==> src/rtl/pipe_ctrl_pkg.sv <==
// rtl/pipe_ctrl_pkg.sv - shared types and constants for the ID/EX hazard control slice
package pipe_ctrl_pkg;

   typedef enum logic {
      RUN      = 1'b0,
      MUL_BUSY = 1'b1
   } state_e;

   localparam int REG_AW_DEF = 5;

   typedef struct packed {
      logic load;
      logic wr;
   } ex_ctl_t;

   // Control fields of the NOP that a bubble places in ID/EX
   localparam ex_ctl_t EX_CTL_NOP = '{load: 1'b0, wr: 1'b0};

endpackage

==> src/rtl/sat_counter.sv <==
// rtl/sat_counter.sv - saturating up-counter with synchronous active-high clear
module sat_counter #(
   parameter int CNT_W = 16
) (
   input  logic             clk,
   input  logic             rst,
   input  logic             inc,
   output logic [CNT_W-1:0] cnt
);

   logic [CNT_W-1:0] cnt_q, cnt_d;

   always_comb begin
      cnt_d = cnt_q;
      if (inc && (cnt_q != {CNT_W{1'b1}})) begin
         cnt_d = cnt_q + CNT_W'(1);
      end
   end

   always_ff @(posedge clk) begin
      if (rst) begin
         cnt_q <= '0;
      end else begin
         cnt_q <= cnt_d;
      end
   end

   assign cnt = cnt_q;

endmodule

==> src/rtl/hazard_stall_ctrl.sv <==
// rtl/hazard_stall_ctrl.sv - ID/EX stall, bubble and flush control with multiply sequencing
module hazard_stall_ctrl
   import pipe_ctrl_pkg::*;
#(
   parameter int REG_AW  = REG_AW_DEF,
   parameter int MUL_LAT = 4,
   parameter int CNT_W   = 16
) (
   input  logic              clk,
   input  logic              rst,
   input  logic              id_valid,
   input  logic [REG_AW-1:0] id_rs1,
   input  logic [REG_AW-1:0] id_rs2,
   input  logic              id_use_rs1,
   input  logic              id_use_rs2,
   input  logic [REG_AW-1:0] id_rd,
   input  logic              id_reg_write,
   input  logic              id_mem_read,
   input  logic              id_is_mul,
   input  logic              ex_branch_taken,
   output logic              pc_en,
   output logic              if_id_en,
   output logic              if_id_flush,
   output logic              id_ex_en,
   output logic              id_ex_bubble,
   output logic              busy_mul,
   output logic [CNT_W-1:0]  stall_cnt,
   output logic [CNT_W-1:0]  flush_cnt
);

   localparam int MCW = $clog2(MUL_LAT);
   localparam logic [MCW-1:0] MCNT_INIT = MCW'(MUL_LAT - 2);

   state_e            state_q, state_d;
   logic [MCW-1:0]    mcnt_q, mcnt_d;
   logic [REG_AW-1:0] ex_rd_q, ex_rd_d;
   ex_ctl_t           ex_ctl_q, ex_ctl_d;
   logic              load_use;
   logic              stall_inc;
   logic              flush_inc;

   assign load_use = id_valid & ex_ctl_q.load & ex_ctl_q.wr & (ex_rd_q != '0) &
                     ((id_use_rs1 & (id_rs1 == ex_rd_q)) |
                      (id_use_rs2 & (id_rs2 == ex_rd_q)));

   always_comb begin
      pc_en        = 1'b1;
      if_id_en     = 1'b1;
      if_id_flush  = 1'b0;
      id_ex_en     = 1'b1;
      id_ex_bubble = 1'b0;
      busy_mul     = 1'b0;
      stall_inc    = 1'b0;
      flush_inc    = 1'b0;
      state_d      = state_q;
      mcnt_d       = mcnt_q;
      if (rst) begin
         pc_en        = 1'b0;
         if_id_flush  = 1'b1;
         id_ex_bubble = 1'b1;
      end else if (state_q == MUL_BUSY) begin
         // ID/EX holds the multiply; a taken branch cannot be resolved here
         pc_en     = 1'b0;
         if_id_en  = 1'b0;
         id_ex_en  = 1'b0;
         busy_mul  = 1'b1;
         stall_inc = 1'b1;
         if (mcnt_q == '0) begin
            state_d = RUN;
         end else begin
            mcnt_d = mcnt_q - MCW'(1);
         end
      end else if (ex_branch_taken) begin
         if_id_flush  = 1'b1;
         id_ex_bubble = 1'b1;
         flush_inc    = 1'b1;
      end else if (load_use) begin
         pc_en        = 1'b0;
         if_id_en     = 1'b0;
         id_ex_bubble = 1'b1;
         stall_inc    = 1'b1;
      end else if (id_valid && id_is_mul) begin
         state_d = MUL_BUSY;
         mcnt_d  = MCNT_INIT;
      end
   end

   // Shadow tracks exactly what the ID/EX register will hold after this edge
   always_comb begin
      ex_rd_d  = ex_rd_q;
      ex_ctl_d = ex_ctl_q;
      if (id_ex_en && id_ex_bubble) begin
         ex_rd_d  = '0;
         ex_ctl_d = EX_CTL_NOP;
      end else if (id_ex_en) begin
         ex_rd_d  = id_rd;
         ex_ctl_d = '{load: id_mem_read & id_valid, wr: id_reg_write & id_valid};
      end
   end

   always_ff @(posedge clk) begin
      if (rst) begin
         state_q  <= RUN;
         mcnt_q   <= '0;
         ex_rd_q  <= '0;
         ex_ctl_q <= EX_CTL_NOP;
      end else begin
         state_q  <= state_d;
         mcnt_q   <= mcnt_d;
         ex_rd_q  <= ex_rd_d;
         ex_ctl_q <= ex_ctl_d;
      end
   end

   sat_counter #(.CNT_W(CNT_W)) u_stall_cnt (
      .clk (clk),
      .rst (rst),
      .inc (stall_inc),
      .cnt (stall_cnt)
   );

   sat_counter #(.CNT_W(CNT_W)) u_flush_cnt (
      .clk (clk),
      .rst (rst),
      .inc (flush_inc),
      .cnt (flush_cnt)
   );

endmodule

==> config.mk <==
export PLATFORM = sky130hd
export DESIGN_NAME = hazard_stall_ctrl
export DESIGN_NICKNAME = d
export VERILOG_FILES = /design/src/rtl/pipe_ctrl_pkg.sv /design/src/rtl/sat_counter.sv /design/src/rtl/hazard_stall_ctrl.sv
export SDC_FILE = /design/constraint.sdc
export NUM_CORES = 1
export LEC_CHECK = 0
export ABC_AREA = 1
export CAP_MARGIN = 20
export CELL_PAD_IN_SITES_DETAIL_PLACEMENT = 2
export CELL_PAD_IN_SITES_GLOBAL_PLACEMENT = 2
export CORE_MARGIN = 4
export CORE_UTILIZATION = 23
export CTS_CLUSTER_SIZE = 16
export DETAILED_ROUTE_END_ITERATION = 6
export PLACE_DENSITY = 0.76
export SETUP_SLACK_MARGIN = 0.4
export SLEW_MARGIN = 0
export SYNTH_ARGS = -nofsm -noshare
export SYNTH_HDL_FRONTEND = slang
export SYNTH_SLANG_ARGS = --single-unit
==> constraint.sdc <==
create_clock -name clk -period 1.7 [get_ports clk]
set_input_delay 0.34 -clock clk [delete_from_list [all_inputs] [get_ports clk]]
set_output_delay 0.34 -clock clk [all_outputs]
set_load 0.02 [all_outputs]
==> Word-level counts from Yosys, hierarchy flattened <==
Cells that the tools add are included.
{ "op_classes": {"bitwise_logic": 9, "div_mod_pow": 0, "n_shift": 0, "addsub": 3, "n_mul": 0, "magnitude_cmp": 0, "n_mux": 30, "reduce_logical": 9, "eq_ne": 7} }
{ "op_table": {"columns": ["operator", "n"], "rows": [
  ["16-bit by 1-bit adder with 16-bit output, second input constant", 2],
  ["16-bit != test, second input constant", 2],
  ["1-bit 2-to-1 mux", 25],
  ["5-bit == test", 2],
  ["2-bit 2-to-1 mux", 5],
  ["1-bit bitwise AND", 8],
  ["5-bit nonzero test", 1],
  ["1-bit logical AND", 4],
  ["2-bit != test, second input constant", 2],
  ["4-bit AND reduction", 1],
  ["2-bit zero test", 1],
  ["2-bit by 1-bit != test with 1-bit output, second input constant", 1],
  ["2-bit nonzero test", 1],
  ["2-bit OR reduction", 1],
  ["2-bit by 1-bit subtractor with 2-bit output, second input constant", 1],
  ["1-bit OR", 1]
]} }
{ "word_totals": {"word_cells": 65, "ff_bits": 42, "memories": 0, "mem_bits_ro": 0, "latchBits": 0, "output_inout_bits": 38, "ramBits": 0, "inputBits": 24} }

==> Longest topological paths before layout <==
Gate-level depths: netlist (run 1).
{ "depth": {"word_depth": 10, "ltp_mapped": 12} }

==> By module <==
From an unflattened synthesis (run 1), not the netlist that was laid out.
{ "unflattened": {"cells_unflattened": 417, "area_unflattened_um2": 2534.9} }
{ "by_module_without_submodules": {"columns": ["module", "cells_per_inst", "area_per_inst_um2", "seq_area_each_um2", "instances"], "rows": [
  ["sat_counter", 149, 929.6, 320.3, 2],
  ["hazard_stall_ctrl", 119, 675.6, 200.2, 1]
]} }

==> Worst setup path after synthesis (run 1) <==
Ideal clock, no wire load.
{ "synth_timing": {"kind": "input to register", "startpoint": "input rst", "endpoint": "register ex_ctl_q[0] in the netlist's numbering", "t_arrival_ps": 1773, "path_slack_ps": -208, "cell_stages": 5, "path_cell_list": "clkbuf_1 -> nor2_1 -> clkinv_1 -> nand3_1 -> a21oi_1"} }
{ "synth_via": {"elab_chain_len": 3, "elab_cells_between_ends": 4, "cone_classes": "mux: 2; reduce/logical: 2"} }
{ "synth_lines": {"columns": ["item", "line_no", "source"], "rows": [
  ["from (decl)", "hazard_stall_ctrl.sv:10", "input logic rst,"],
  ["1-bit 2-to-1 mux *", "hazard_stall_ctrl.sv:57", "if (rst) begin"],
  ["named net id_ex_en", "hazard_stall_ctrl.sv:24", "output logic id_ex_en,"],
  ["1-bit logical AND", "hazard_stall_ctrl.sv:92", "if (id_ex_en && id_ex_bubble) begin"],
  ["2-bit OR reduction (no source line)", null, null],
  ["to (signal assigned)", "hazard_stall_ctrl.sv:111", "ex_ctl_q <= ex_ctl_d;"],
  ["to (decl)", "hazard_stall_ctrl.sv:37", "ex_ctl_t ex_ctl_q, ex_ctl_d;"]
]} }
Mark *: on every way through the listed nets, which the timed path passes. The rest lies on a longest branch.
A chain may end at the register's enable or synchronous reset.

==> Final worst setup path (run 1) <==
{ "layout_timing": {"startpoint": "register ex_rd_q[4]", "endpoint": "output if_id_en"} }
{ "layout_via": {"elab_chain_len": 8, "elab_cells_between_ends": 12, "cone_classes": "eq/ne: 2; mux: 4; bitwise: 5; reduce/logical: 1"} }
{ "layout_lines": {"columns": ["item", "line_no", "source"], "rows": [
  ["from (decl)", "hazard_stall_ctrl.sv:36", "logic [REG_AW-1:0] ex_rd_q, ex_rd_d;"],
  ["from (signal assigned)", "hazard_stall_ctrl.sv:110", "ex_rd_q <= ex_rd_d;"],
  ["5-bit == test (on tied branches)", "hazard_stall_ctrl.sv:43, hazard_stall_ctrl.sv:44", null],
  ["1-bit bitwise AND (on tied branches)", "hazard_stall_ctrl.sv:43, hazard_stall_ctrl.sv:44", null],
  ["1-bit OR", "hazard_stall_ctrl.sv:43", "((id_use_rs1 & (id_rs1 == ex_rd_q)) |"],
  ["1-bit bitwise AND *", "hazard_stall_ctrl.sv:42", "assign load_use = id_valid & ex_ctl_q.load & ex_ctl_q.wr & (ex_rd_q != '0) &"],
  ["1-bit 2-to-1 mux *", "hazard_stall_ctrl.sv:77", "end else if (load_use) begin"],
  ["1-bit 2-to-1 mux *", "hazard_stall_ctrl.sv:73", "end else if (ex_branch_taken) begin"],
  ["1-bit 2-to-1 mux *", "hazard_stall_ctrl.sv:61", "end else if (state_q == MUL_BUSY) begin"],
  ["1-bit 2-to-1 mux *", "hazard_stall_ctrl.sv:57", null],
  ["to (decl)", "hazard_stall_ctrl.sv:22", "output logic if_id_en,"]
]} }
Every way passes the cells marked *; elsewhere a longest branch is shown, timed or not.

==> results of run 1 <==
-- metal layers --
metal / global-route usage / up-vias
met5: 0 / -
met4: 0.0409 / 0
met3: 0.0264 / 17
met2: 0.334 / 77
met1: 0.206 / 1538
li1: - / 1497
-- worst max-delay path, delay by kind of cell (launching register included) --
family	cells	cell delay, ns
buffers and inverters	3	0.27
flip-flops	1	0.39
AND/OR/NAND/NOR	8	0.65
-- synth_stat cells (all sizes together), types with 3 or more instances --
cell    count
nor2       40
nand3      21
xnor2       4
nand2     112
a21oi      32
o21ai       9
clkbuf      5
nor3       11
buf         4
inv        50
xor2       13
nand4      24
dfxtp      42
ha          3
-- path summary, 6_finish.rpt --
kind                                          start                  end  slack [ns]  cells past startpoint
worst max-delay path                     ex_rd_q[4]             if_id_en       -0.25                     11
worst min-delay path            u_stall_cnt.cnt[14]  u_stall_cnt.cnt[14]        0.49                      2
worst max register to register           ex_rd_q[4]   u_stall_cnt.cnt[7]       -0.21                     15
worst min register to register  u_stall_cnt.cnt[14]  u_stall_cnt.cnt[14]        0.49                      2
-- power groups by stage --
stage | Combinational [W] | Sequential [W] | Clock, W
after floorplan | 0.000124 | 0.00103 | 0
after global placement | 0.000270 | 0.00103 | 0
after detailed placement | 0.000278 | 0.00103 | 0
after CTS | 0.000339 | 0.00100 | 0.000676
after global routing | 0.000424 | 0.00100 | 0.000726
final | 0.000392 | 0.00100 | 0.000649
-- cell type report --
class                           count  share of cell area
Clock buffer                        5              0.0155
Sequential cell                    42               0.207
Tap cell                          136              0.0384
Timing Repair Buffer              130               0.262
Clock inverter                      3             0.00254
Multi-Input combinational cell    280               0.427
Inverter                           51              0.0482
-- timing repair --
action | 4_1_cts | 5_1_grt
endpoints found under the hold margin | 0 | 0
setup buffers | 21 | 10
pin swaps | 38 | 33
endpoints found under the setup margin | 80 | 65
gates resized for setup | 262 | 76
gates cloned | 3 | 0
-- kinds of logic (layout without fill, tap and decap cells) --
group / Yosys count / in the layout / synth area share
simple gates: 214 / 217 / 0.392
buf+inv: 60 / 189 / 0.0948
compound gates: 43 / 43 / 0.101
flops: 42 / 42 / 0.337
xor+xnor: 17 / 17 / 0.0597
fa+ha+maj: 3 / 3 / 0.0150
-- sequential cells by signal (all words and copies together) (netlist names) --
register and cells:
ex_rd_q 5, mcnt_q 2, ex_ctl_q 2, state_q 1, u_stall_cnt.cnt 16, u_flush_cnt.cnt 16
-- through the flow --
stage | hold WS (ns) | instances | utilization
6_report | 0.491 | 647 | 0.424
5_1_grt | 0.517 | 647 | 0.424
4_1_cts | 0.492 | 637 | 0.402
3_5_place_dp | 0.471 | 605 | 0.355
3_3_place_gp | 0.456 | 605 | 0.355
2_1_floorplan | 0.446 | 379 | -
==> out/metrics.yaml, run 1 <==
status: "complete, but fails checks"
failed_checks: "negative setup slack"
cts_root_buffer: "clkbuf_8"
area_growth_pct: 77.8
design_area_um2: 4440
initial_core_util: 0.238
setup-violations-final: 19
p_switching_w: 0.000598
io-pin-count: 62
max_clock_freq_ghz: 0.512
cp_cell_sequence: "inv_4, nand2_2, nand2_2, nor2_2, nand3_1, nand2_2, nand2_4, nand2_4, buf_12, nand2_4, buf_6"
fp.dieW_um: 112
final_common_cell: "nand2_1"
grt_pass1_vias: 3473
worstSetupPathType: "register to output pin"
leakagePower_nw: 1.91
die_h_um: 112
cts_buffers: 5
cts_num_sinks: 42
crit_arrival_ns: 1.61
skew_ns: 0.0144
num-nets-final: 537
met2WireLength_um: 6370
htree_num_levels: 2
p_clk_frac: 0.318
placed_area_um2: 3720
place_ws_ns: -0.861
async_flop_share: 0
synth_area_leaders: "dfxtp_1 34%, nand2_1 17%, inv_1 6.5%, nand4_1 6.0%, nor2_1 5.7%"
clock_latency_ns: 0.31
cp-start-kind: "register"
p_per_area_nw_per_um2: 460
multi_input_area_um2: 1890
clk_path_buf_depth: 2
cp-end-kind: "output pin"
synth_cells: 379
irDropWorstVdd_v: 0.000291
synth_flop_cell: "dfxtp_1"
syn-cell-area_um2: 2490
setup_ws_ns: -0.254
port_buffers: 61
drv_cap: 0
drcViolationCount: 0
gp_congestion: 0.798
grt.total_usage: 0.176
tns_ns: -3.35
n_antenna_cell: 0
routed_wirelength_um: 11800
final-hold-violation-count: 0
drtPass1Iterations: 4
via_per_inst: 4.84
rsz0062_at_grt: "true"
grt_max_degree: 19
holdCritPathClass: "register to register"
maxSlewHeadroom: 0.761
core_um2: 10500
synth_cell_types: 32
yosysWarnings: 0
synth_edf_count: 0
yosysTopAreaCellShare: 0.337
grt_pass1_wl_um: 18000
route.met3.wl_um: 368
drt_first_iter_violations: 84
required_ns: 1.36
ys_seq_area_frac: 0.337
synth_seq_cells: 42
final_max_slew_viol_count: 0
yosysTopAreaCell: "dfxtp_1"
topRoutingLayerUsed: "met4"
p_seq_frac: 0.490
worst-path-max-fanout: 5
wl_per_cell_um: 18.3
holdBufCountCts: 0
power_switching_share: 0.293
period_share: 1.15
slowest_stage: "dfxtp_4"
wl_met1_um: 4810
drive_gt1_frac: 0.524
dieArea_um2: 12600
critPathMaxStageDelay_ns: 0.39
power_w: 0.00204
tightest_slew_ns: 0.355
p_comb_frac: 0.192
synth_nets: 406
regArea_um2: 918
clk_pin_slew_ns: 0.08
hpwl_um: 7420
internal-power_w: 0.00144
final_cell_mix: "64 x nand2_1, 46 x buf_4, 39 x inv_1, 34 x nand2_2, 32 x buf_6"
rows: 37
cts_tree: "yes"
fillers: 1231
min_period_ns: 1.95
avgSynthCellArea_um2: 6.58
vias: 3129
grt-ovfl-total: 0
antenna_left: 0
antenna_found_initial: 0
(Power assumes the default switching activity.)
==> run 2, diff against run 1 <==
--- a/config.mk
+++ b/config.mk
@@ -13,9 +13,11 @@
 export CORE_UTILIZATION = 23
 export CTS_CLUSTER_SIZE = 16
 export DETAILED_ROUTE_END_ITERATION = 6
-export PLACE_DENSITY = 0.76
+export PLACE_DENSITY = 0.78
+export REMOVE_ABC_BUFFERS = 1
 export SETUP_SLACK_MARGIN = 0.4
 export SLEW_MARGIN = 0
 export SYNTH_ARGS = -nofsm -noshare
 export SYNTH_HDL_FRONTEND = slang
+export SYNTH_HIERARCHICAL = 1
 export SYNTH_SLANG_ARGS = --single-unit
==> run 2 against run 1 <==
Critical endpoint is now pc_en; worst hold slack better by 0.0061 ns; sequential share of layout area rose by 0.52 points; wire length down 0.75%; the run still ends with negative setup slack left; global-route usage fell by 0.94 points; fmax is 5.9% lower; clock skew is 0.011 ns lower; synthesized area is 1.6% higher; die area increased by 1.5%; first-iteration DRC count is 74% higher; register-to-register slack got worse by 0.12 ns.
==> out/metrics.yaml, run 2 <==
synth_edf_count: 0
min_from: "mcnt_q[1]"
n_antenna_cell: 0
synth_cell_types: 21
clk_pin_slew_ns: 0.09
cts_root_buffer: "clkbuf_8"
yosysTopAreaCellShare: 0.332
synth_flop_cell: "dfxtp_1"
maxSlewHeadroom: 0.573
num-nets-final: 557
async_flop_share: 0
fp.dieW_um: 113
cp-start-kind: "register"
min_period_ns: 2.08
syn-cell-area_um2: 2530
r2r-end: "u_stall_cnt/cnt[13]"
avgSynthCellArea_um2: 6.08
synth_mux_area_frac: 0
grt-ovfl-total: 0
p_per_area_nw_per_um2: 560
clock_latency_ns: 0.31
synthTopCellsByCount: "140 x nand2_1, 82 x nor2_1, 42 x dfxtp_1"
synthAdderAreaFrac: 0.0148
drive_gt1_frac: 0.480
worst_r2r_path_depth: 16
period_share: 1.22
cp_cell_sequence: "buf_6, nor2_4, nand4_1, nand3b_1, inv_2, nand2_2, o21ai_4, buf_4, nor2_4, buf_6"
grt_max_degree: 17
synth_area_leaders: "dfxtp_1 33%, nand2_1 21%, nor2_1 12%, nand3_1 5.9%, nor2_2 5.4%"
irDropWorstVdd_v: 0.000340
cts_num_sinks: 42
hold_ws_ns: 0.497
core_um2: 10800
yosysWarnings: 6
grt_pass1_vias: 3420
cts_tree: "yes"
design_area_um2: 4310
antenna_left: 0
drt_first_iter_violations: 146
grt_pass1_wl_um: 17200
cp_top_family: "simple AND/OR/NAND/NOR gates"
critPathMaxStageDelay_ns: 0.37
required_ns: 1.36
drv_cap: 0
hpwl_um: 7430
vias: 3141
whs_endpoint: "mcnt_q[1]"
place_ws_ns: -0.863
synth_top_family_by_area: "simple AND/OR/NAND/NOR gates"
setup_ws_ns: -0.377
initial_core_util: 0.235
gp_congestion: 0.776
final_cell_mix: "121 x nand2_1, 62 x nor2_1, 29 x buf_4, 28 x buf_2, 26 x dfxtp_2"
rows: 38
r2r_slack_ns: -0.33
tns_ns: -5.46
holdCritPathClass: "register to register"
skew_ns: 0.00344
final_common_cell: "nand2_1"
max_clock_freq_ghz: 0.481
yosysTopAreaCell: "dfxtp_1"
worstSetupPathType: "register to output pin"
port_buffers: 61
wl_per_cell_um: 17.5
htree_num_levels: 2
grt.total_usage: 0.167
cts_buffers: 5
drcViolationCount: 0
slowest_stage: "dfxtp_4"
synth_seq_cells: 42
synth-xor-area-share: 0
final_max_slew_viol_count: 0
io-pin-count: 62
crit_arrival_ns: 1.74
cp-end-kind: "output pin"
placed_area_um2: 3470
tightest_slew_ns: 0.639
path_buf_inv: 4
leakagePower_nw: 1.88
die_h_um: 113
status: "complete, but fails checks"
setup-violations-final: 26
hold_depth: 2
routed_wirelength_um: 11700
drtPass1Iterations: 4
worst-path-max-fanout: 4
final-hold-violation-count: 0
clk_path_buf_depth: 2
synthSimpleGateAreaFrac: 0.533
synth_cells: 417
ys_seq_area_frac: 0.332
dieArea_um2: 12800
rr_startpoint: "ex_rd_q[3]"
power_w: 0.00241
area_growth_pct: 70.0
synth_compound_area_frac: 0.0489
via_per_inst: 4.68
yosysMostFrequentCell: "nand2_1"
rsz0062_at_grt: "true"
failed_checks: "negative setup slack"
antenna_found_initial: 0
## run 2: worst max-delay path by stage
stage | depth (start not counted) | to | startpoint
final | 10 | pc_en | ex_rd_q[2]
after global routing | 15 | u_stall_cnt/cnt[13] | ex_rd_q[0]
after CTS | 16 | u_stall_cnt/cnt[13] | ex_rd_q[3]
after detailed placement | 17 | u_stall_cnt/cnt[12] | id_rs2[4]
after global placement | 11 | if_id_en | id_rs2[2]
after floorplan | 16 | u_stall_cnt/cnt[13] | ex_rd_q[4]
## run 2: logic make-up after synthesis
| kind of cell | count (synthesis) |
|---|---|
| AND/OR/NAND/NOR | 302 |
| buffers and inverters | 46 |
| flip-flops | 42 |
| AO/OA/AOI/OAI | 24 |
| adder cells (fa/ha/maj) | 3 |
## run 2: stage by stage
step                      cells  utilization
after CTS                   657        0.367
after global placement      635        0.321
final                       671        0.399
after floorplan             413            -
after detailed placement    635        0.321
after global routing        671        0.399
## run 2: layout make-up
class                           instances  area, um2
Clock buffer                            6       82.6
Sequential cell                        42        915
Fill cell                            1250       6480
Clock inverter                          2       60.1
Tap cell                              140        175
Multi-Input combinational cell        329       1960
Inverter                               42        178
Timing Repair Buffer                  110        938
## run 2: metal layers
metal	global-route usage	wire, um
met5	0	0
met4	0.0288	238
met3	0.0257	283
met2	0.327	6460
met1	0.190	4760
## run 2: repair_timing
item                                    in CTS  in global routing
hold buffers                                 0                  0
setup buffers                               14                 14
gates resized for setup                    298                 77
pin swaps                                   44                 49
endpoints found under the setup margin      80                 55
## run 2: where the power goes
group | switching (W) | total [W] | leakage, nW | internal [W]
registers | 0.0000172 | 0.00100 | 0.361 | 0.000986
logic | 0.000201 | 0.000380 | 1.45 | 0.000179
clock network | 0.000403 | 0.00103 | 0.0714 | 0.000627
## run 2: worst min-delay path, cell delays in order, from the launching register on
cell	delay, ns
dfxtp_1	0.31
inv_1	0.09
a21oi_2	0.06
==> run 3, diff against run 2 <==
--- a/config.mk
+++ b/config.mk
@@ -10,10 +10,11 @@
 export CELL_PAD_IN_SITES_DETAIL_PLACEMENT = 2
 export CELL_PAD_IN_SITES_GLOBAL_PLACEMENT = 2
 export CORE_MARGIN = 4
-export CORE_UTILIZATION = 23
+export CORE_UTILIZATION = 24
+export CTS_BUF_LIST = sky130_fd_sc_hd__clkbuf_8
 export CTS_CLUSTER_SIZE = 16
 export DETAILED_ROUTE_END_ITERATION = 6
-export PLACE_DENSITY = 0.78
+export PLACE_DENSITY = 0.81
 export REMOVE_ABC_BUFFERS = 1
 export SETUP_SLACK_MARGIN = 0.4
 export SLEW_MARGIN = 0
==> run 3 against run 2 <==
The flow still finishes with violations (negative setup slack); non-clock buffer count decreased by 5; clock skew grew 0.011 ns; global-route usage is 0.17 points lower; sequential power barely moved; fmax decreased by 5.6%; first-iteration DRC count is 36% lower; sequential cell count stayed put; critical endpoint is now u_stall_cnt/cnt[13]; largest cell class unchanged; largest power group is now registers; highest routed layer unchanged.
==> out/metrics.yaml, run 3 (synthesis results as in run 2) <==
final-hold-violation-count: 0
holdCritPathClass: "register to register"
p_comb_frac: 0.157
fillers: 1219
n_antenna_cell: 0
hpwl_um: 7240
area_growth_pct: 59.6
leakagePower_nw: 1.83
period_share: 1.29
grt_max_degree: 17
antenna_found_initial: 0
irDropWorstVdd_v: 0.000292
tns_ns: -8.26
port_buffers: 61
clk_pin_slew_ns: 0.09
clock_latency_ns: 0.31
wl_per_cell_um: 17.8
drv_cap: 0
grt_pass1_wl_um: 16800
grt_util_met3: 0.0333
worst-path-max-fanout: 4
cts_tree: "yes"
via_per_inst: 4.79
placed_area_um2: 3470
stdcell_count: 662
clk_path_buf_depth: 2
place_ws_ns: -0.868
final_max_slew_viol_count: 0
setup-violations-final: 26
p_seq_frac: 0.493
grt-ovfl-total: 0
fp.dieW_um: 111
hold_ws_ns: 0.482
required_ns: 1.91
failed_checks: "negative setup slack"
cts_num_sinks: 42
final_cell_mix: "118 x nand2_1, 66 x nor2_1, 32 x buf_4, 31 x buf_2"
cp-start-kind: "register"
gp_congestion: 0.792
vias: 3170
cts_root_buffer: "clkbuf_8"
worstSetupPathType: "register to register"
skew_ns: 0.0143
routed_wirelength_um: 11800
grtUsageMet1: 0.189
htree_num_levels: 2
grt_pass1_vias: 3357
num-nets-final: 552
core_um2: 10300
drtPass1Iterations: 5
grt.total_usage: 0.165
power_switching_share: 0.287
io-pin-count: 62
p_clk_frac: 0.349
drcViolationCount: 0
antenna_left: 0
tightest_slew_ns: 0.560
final_common_cell: "nand2_1"
initial_core_util: 0.246
use_met2: 0.318
rsz0062_at_grt: "true"
crit_arrival_ns: 2.41
rows: 37
status: "complete, but fails checks"
design_area_um2: 4050
drt_first_iter_violations: 93
maxSlewHeadroom: 0.626
cp-end-kind: "register"
max_clock_freq_ghz: 0.454
dieArea_um2: 12300
p_switching_w: 0.000586
place_inst: 632
die_h_um: 111
min_period_ns: 2.20
internal-power_w: 0.00146
p_per_area_nw_per_um2: 505
setup_ws_ns: -0.501
grt_busiest_layer: "met2"
drive_gt1_frac: 0.445
cts_buffers: 5
==> run 3: cell types whose count changed in the layout (fill, tap and decap cells not counted), moves of 4 or more <==
cell / before / now
a21oi_2: 10 / 5
a21oi_1: 12 / 17
nand2_2: 17 / 23
nor2_1: 62 / 66
nand3_4: 8 / 4
nor2_2: 22 / 16
buf_6: 24 / 16
==> run 3: metal layers <==
layer | share of wire | up-vias
li1 | - | 1514
met1 | 0.40 | 1574
met2 | 0.55 | 58
met3 | 0.027 | 24
met4 | 0.026 | 0
met5 | 0 | -
==> run 3: cell type report <==
type / instances / area (um2) / area share
clock buffers: 6 / 82.6 / 0.0204
clock inverters: 2 / 8.76 / 0.00217
inverters: 42 / 175 / 0.0433
multi-input cells: 329 / 1870 / 0.462
flip-flops and latches: 42 / 906 / 0.224
well taps: 136 / 170 / 0.0421
repair buffers: 105 / 835 / 0.206
==> run 3: power by group through the flow <==
stage	registers [W]	logic [W]	clock network [W]
global route	0.00101	0.000347	0.000798
CTS	0.00101	0.000280	0.000736
finish	0.00101	0.000321	0.000713
floorplan	0.00104	0.000108	0
detailed placement	0.00104	0.000264	0
global placement	0.00104	0.000250	0
==> run 3: path summary, 6_finish.rpt <==
check / startpoint / endpoint / slack [ns] / depth (start not counted)
hold reg to reg: mcnt_q[1] / mcnt_q[1] / 0.48 / 2
setup reg to reg: ex_rd_q[4] / u_stall_cnt/cnt[13] / -0.50 / 16
setup / recovery: ex_rd_q[4] / u_stall_cnt/cnt[13] / -0.50 / 16
hold / removal: mcnt_q[1] / mcnt_q[1] / 0.48 / 2
==> run 3: per-stage QoR <==
step / total power (W) / utilization
5_1_grt: 0.00216 / 0.392
6_report: 0.00204 / 0.392
3_3_place_gp: 0.00129 / 0.336
2_1_floorplan: 0.00115 / -
3_5_place_dp: 0.00130 / 0.336
4_1_cts: 0.00203 / 0.360
==> run 3: timing repair <==
item	4_1_cts	5_1_grt
pin swaps	25	49
endpoints found under the setup margin	80	57
setup buffers	7	15
hold buffers	0	0
gates resized for setup	246	87
==> run 3: critical path, cell delays in order, from the launching register on <==
cell and delay, ns:
dfxtp_4 0.38, inv_4 0.05, nand2_2 0.05, nand2_1 0.07
nor2_2 0.19, nand3_2 0.14, nand2_2 0.09, nand2_2 0.05
o21ai_2 0.15, nand2_2 0.11, inv_4 0.10, nand3_2 0.09
or2_1 0.23, nor2_2 0.16, nand3_1 0.10, nand2_1 0.09
nor2_1 0.04
